<file path="config.mk">
export PLATFORM = sky130hd
export DESIGN_NAME = imem_loader
export DESIGN_NICKNAME = d
export VERILOG_FILES = /design/src/rtl/imem_loader_pkg.sv /design/src/rtl/imem_loader_packer.sv /design/src/rtl/imem_loader.sv
export SDC_FILE = /design/constraint.sdc
export NUM_CORES = 1
export LEC_CHECK = 0
export ABC_AREA = 1
export BUFFER_PORTS_ARGS = -buffer_cell sky130_fd_sc_hd__buf_2
export CORE_MARGIN = 10
export CORE_UTILIZATION = 35
export CTS_BUF_LIST = sky130_fd_sc_hd__clkbuf_8 sky130_fd_sc_hd__clkbuf_16
export CTS_CLUSTER_SIZE = 25
export DETAILED_ROUTE_END_ITERATION = 10
export SLEW_MARGIN = 20
export SYNTH_ARGS = -nofsm -noshare
export SYNTH_HDL_FRONTEND = slang
export SYNTH_SLANG_ARGS = --single-unit
export TNS_END_PERCENT = 50
</file>
<file path="constraint.sdc">
create_clock -name clk -period 1.72 [get_ports clk]
set_input_delay 0.344 -clock clk [delete_from_list [all_inputs] [get_ports clk]]
set_output_delay 0.344 -clock clk [all_outputs]
set_load 0.02 [all_outputs]
</file>
<file path="src/rtl/imem_loader_pkg.sv">
// imem_loader_pkg: shared FSM state encodings and frame-format constants for the instruction-memory loader.
package imem_loader_pkg;
  localparam logic [2:0] IDLE   = 3'd0;
  localparam logic [2:0] LEN_LO = 3'd1;
  localparam logic [2:0] LEN_HI = 3'd2;
  localparam logic [2:0] DATA   = 3'd3;
  localparam logic [2:0] WRITE  = 3'd4;
  localparam logic [2:0] DONE   = 3'd5;
  localparam logic [2:0] ERR    = 3'd6;
  localparam int BYTES_PER_WORD = 4;
  localparam int LEN_BYTES      = 2;
  localparam int LEN_WIDTH      = 16;
endpackage

</file>
<file path="src/rtl/imem_loader_packer.sv">
// byte_word_packer: assembles four stream bytes little-endian into a 32-bit word.
// Ports: clk/rst (async active-low), byte_in/byte_en (byte to insert), clear (restart word),
//        word (assembled word), word_full (the byte being inserted completes the word).
module byte_word_packer import imem_loader_pkg::*; (
  input  logic        clk,
  input  logic        rst,
  input  logic [7:0]  byte_in,
  input  logic        byte_en,
  input  logic        clear,
  output logic [31:0] word,
  output logic        word_full
);
  logic [1:0]  cnt_q, cnt_d;
  logic [31:0] word_q, word_d;
  // Shifting in from the top leaves the first byte in [7:0] after four inserts.
  always_comb begin
    cnt_d  = clear ? 2'd0 : byte_en ? cnt_q + 2'd1 : cnt_q;
    word_d = clear ? '0 : byte_en ? {byte_in, word_q[31:8]} : word_q;
  end
  always_ff @(posedge clk or negedge rst) begin
    if (!rst) begin
      cnt_q  <= '0;
      word_q <= '0;
    end else begin
      cnt_q  <= cnt_d;
      word_q <= word_d;
    end
  end
  assign word      = word_q;
  assign word_full = byte_en && cnt_q == 2'(BYTES_PER_WORD - 1);
endmodule

</file>
<file path="src/rtl/imem_loader.sv">
// imem_loader: receives a length-prefixed byte stream and writes it word by word into instruction memory.
// Ports: clk/rst (async active-low), start (begin a load), rx_data/rx_valid/rx_ready (byte handshake),
//        imem_we/imem_addr/imem_wd (memory write port), cpu_hold (core held while high),
//        busy/done/err (load status).
module imem_loader import imem_loader_pkg::*; #(
  parameter int DATA_WIDTH = 32,
  parameter int ADDR_WIDTH = 8
) (
  input  logic                  clk,
  input  logic                  rst,
  input  logic                  start,
  input  logic [7:0]            rx_data,
  input  logic                  rx_valid,
  output logic                  rx_ready,
  output logic                  imem_we,
  output logic [DATA_WIDTH-1:0] imem_addr,
  output logic [DATA_WIDTH-1:0] imem_wd,
  output logic                  cpu_hold,
  output logic                  busy,
  output logic                  done,
  output logic                  err
);
  localparam logic [LEN_WIDTH-1:0] MAX_N = LEN_WIDTH'(2 ** ADDR_WIDTH);
  logic [2:0]            state_q, state_d;
  logic [LEN_WIDTH-1:0]  n_q, n_d, n_full;
  logic [ADDR_WIDTH:0]   idx_q, idx_d, idx_inc;
  logic                  acc, clear, word_full;
  logic [31:0]           word;
  assign acc     = rx_valid && rx_ready;
  assign n_full  = {rx_data, n_q[7:0]};
  assign idx_inc = idx_q + 1'b1;
  always_comb begin
    state_d = state_q;
    n_d     = n_q;
    idx_d   = idx_q;
    clear   = 1'b0;
    case (state_q)
      IDLE, DONE, ERR: if (start) begin
        state_d = LEN_LO;
        n_d     = '0;
        idx_d   = '0;
        clear   = 1'b1;
      end
      LEN_LO: if (acc) begin
        state_d = LEN_HI;
        n_d     = {8'h00, rx_data};
      end
      LEN_HI: if (acc) begin
        n_d     = n_full;
        state_d = n_full == '0 ? DONE : n_full > MAX_N ? ERR : DATA;
      end
      DATA: if (acc && word_full) state_d = WRITE;
      WRITE: begin
        idx_d   = idx_inc;
        state_d = LEN_WIDTH'(idx_inc) == n_q ? DONE : DATA;
      end
      default: state_d = IDLE;
    endcase
  end
  always_ff @(posedge clk or negedge rst) begin
    if (!rst) begin
      state_q <= IDLE;
      n_q     <= '0;
      idx_q   <= '0;
    end else begin
      state_q <= state_d;
      n_q     <= n_d;
      idx_q   <= idx_d;
    end
  end
  byte_word_packer u_packer (
    .clk       (clk),
    .rst       (rst),
    .byte_in   (rx_data),
    .byte_en   (acc && state_q == DATA),
    .clear     (clear),
    .word      (word),
    .word_full (word_full)
  );
  // Address and data come straight from registers, so they are stable through WRITE.
  assign rx_ready  = state_q == LEN_LO || state_q == LEN_HI || state_q == DATA;
  assign imem_we   = state_q == WRITE;
  assign imem_addr = DATA_WIDTH'({idx_q, 2'b00});
  assign imem_wd   = DATA_WIDTH'(word);
  assign busy      = rx_ready || imem_we;
  assign done      = state_q == DONE;
  assign err       = state_q == ERR;
  assign cpu_hold  = state_q != DONE;
endmodule

</file>
==> results.md <==
- Status: finished, violations left
- Failing checks: negative setup slack
- GRT Resource Usage Total: 0.123
- Initial Utilization: 0.357
- Drt pass-1 iters: 4
- CP cell instances: nor2_4, buf_4, nand2_4, clkinv_2, or2_4, buf_6
- Hold path endpoint: u_packer.word[25]
- CP startpoint kind: flop
- Register-to-Register Path Depth: 8
- Clock root buffer: clkbuf_8
- Antenna diode count: 0
- CP arrival: ~1.4 ns
- Seq/Total Area, Yosys: 0.449
- RSZ-0062 raised after global routing: yes
- Number of global-route vias before repair: 2,926
- Worst Path Required: about 1.4 ns
- Worst Skew: 0.00829 ns
- Crit path capture type: output pin
- Worst VDD drop: ~0.0008 V
- Min-delay src: rx_data[1]
- CP max FO: 2
- Worst flop-to-flop path endpoint: n_q[9]
- Layout fillers: 911
- # port buffers: just under 60
- Worst min path class: in2reg
- DR vias/cell: around 4.6
- Clk_lat worst skew: around 0.35 ns
- Area share of the largest cell type after synthesis: 0.449
- Clk buf depth: 2
- R2R Setup Slk: -0.02 ns
- Residual DRC: 0
- Finished Layout Cells: between 600 and 700
- Core Util, Final: 0.478
- H-tree depth: 3
- Die H: between 100 and 150 microns
- Leading area contributor after synthesis: dfrtp_1
- Crit Reg-Reg Startpoint: state_q[0]
- Cell area after synthesis: approximately 3500 sq um
- WL per Instance: between 10 and 15 microns
- Die area: between 10,000 and 15,000 sq um
- Combinational share of power: 0.561
- Clk slew on worst S/H paths: approximately 0.08 ns
- Yosys warns: 0
- Post-Place Cell Area: 3920 sq um
- CP max stage delay: 0.41 ns
- Post-route setup slack: -0.0636 ns
- Slowest CP cell: dfrtp_1
- CTS buffer count: 9
- Prevailing post-synth register cell: dfrtp_1
- Pins over their slew limit: 0
- Layout cells sized above 1: 0.467
- Maxcap violations: 0
- Reg power frac: 0.275
- Placed insts: 587
- Synth top area cells: dfrtp_1 45%, a22oi_2 9.4%, nand2_1 7.5%
- Post-DP HPWL: between 6 and 7 mm
- Final period utilization: 1.04
- I/O pin count: 82
- Nets@finish: approximately 500
- TritonCTS clock tree: built
- Clk sinks: 62
- Final GP Congestion: ~0.83
- Tot Pwr: 8.00 mW
- Width of the die: between 100 and 150 microns
- Pint: about 4.5 mW
- Min Tclk post-route: ~1.8 ns
- First-pass GRT wire length: approximately 14 mm
- Crit Path Category: reg2out
- Worst setup startpoint: state_q[0]
- Most common cell after layout, fill and taps aside: nand2_1
- Post-route cell area: 4630 sq um
- Initial antenna violation count: 1
- Cell Rows: 36
- Clk pwr share: 0.163
- Worst Hold Path Cells: 3
- Ys async rst share: 1.00
- Flops & latches, synth: 62
- Post-DRT Antenna Nets: 0
- Vias post-DR: 2,875
- Drt first-iter violations: ~130
- Global route overflow: 0
- Leakage power: 2.42 nW
- Layout area overhead: 34.1%
- Pre-CTS setup slack: -0.294 ns
- Most frequent cells in the layout: 61 x nand2_1, 58 x dfrtp_1, 53 x buf_2, 43 x inv_1, 30 x a22oi_2
- Post-synth EDFFs: 0
- Core area: approximately 9700 sq um
- Power Density: roughly 1700 nW/um^2
- Sw Pwr: roughly 3.5 mW
- Distinct cells, synth: 34
- Final-report setup violation count: 6
- Sw Ratio: 0.440
- Largest net degree at the start of global routing: 54
- Syn_area_per_cell: 8.93 sq um
- Final Hold Viols: 0
- Post-Syn Instances: between 300 and 400
- Routed wire length: about 9.0 mm
- Fmax: about 560 MHz
==> power groups by stage <==
stage	sequential [mW]	combinational [mW]	clock [mW]
2_1_floorplan	2.33	2.28	0
3_3_place_gp	2.19	3.27	0
3_5_place_dp	2.20	3.31	0
4_1_cts	2.18	3.72	1.35
5_1_grt	2.26	4.89	1.41
6_report	2.21	4.49	1.31
==> flip-flops by register name, indices dropped and copies added (netlist names) <==
| signal | count |
|---|---|
| idx_q | 9 |
| u_packer.word | 32 |
| u_packer.cnt_q | 2 |
| state_q | 3 |
| n_q | 16 |
==> Yosys cell counts, types with 4 or more instances <==
master   instances
a22oi_1          7
a22oi_2         26
buf_2            4
buf_4           25
buf_6            5
dfrtp_1         62
inv_1           43
inv_2           29
nand2_1         69
nand3_1         32
nand4_1          5
nor2_1          22
nor2_2           5
nor2_4           4
o21ai_0          7
o21ai_1          9
o31ai_1          6
==> kinds of logic (layout without fill, tap and decap cells) <==
family,Yosys count,count (layout),share of synthesized area
AND/OR/NAND/NOR,147,149,0.208
buffers and inverters,107,184,0.156
AO/OA/AOI/OAI,67,67,0.176
flip-flops,62,62,0.449
adder cells (fa/ha/maj),2,2,0.00724
other,1,23,0.00109
XOR/XNOR,1,1,0.00254
==> worst max-delay path by stage <==
stage	endpoint
finish	busy
floorplan	busy
CTS	busy
detailed placement	u_packer.word[25]
global placement	u_packer.word[25]
global route	state_q[1]
==> worst max-delay path: cells and delay by family (launching register included) <==
kind,cells,cell delay [ns]
AND/OR/NAND/NOR,3,0.36
flip-flops,1,0.41
buffers and inverters,3,0.33
==> what timing repair did <==
action | 4_1_cts | 5_1_grt
gates resized for setup | 32 | 42
endpoints found under the setup margin | 44 | 66
pin swaps | 5 | 17
cloned | 1 | 5
hold buffers | 1 | 0
buffers inserted | 5 | 6
hold endpoints to repair | 9 | 0
==> per-stage QoR <==
stage,TNS [ns],hold slack (ns)
floorplan,0,0.0484
global placement,-5.96,0.242
detailed placement,-7.61,0.244
CTS,-0.267,0.260
global route,-1.13,0.267
finish,-0.145,0.275
==> final cells by class <==
class / instances / area (sq um) / area share
Clock buffer: 9 / 124 / 0.0267
Tap cell: 133 / 166 / 0.0359
Sequential cell: 62 / 1560 / 0.336
Inverter: 73 / 283 / 0.0610
Clock inverter: 7 / 76.3 / 0.0165
Timing Repair Buffer: 95 / 764 / 0.165
Multi-Input combinational cell: 242 / 1660 / 0.359
==> metal layers <==
metal	vias to the layer above	track usage	share of wire
li1	1401	-	-
met1	1397	0.147	0.44
met2	66	0.195	0.48
met3	9	0.0567	0.070
met4	2	0.0339	0.0092
met5	-	0	0.00077
No activity file was read; power rests on OpenSTA's default activity.
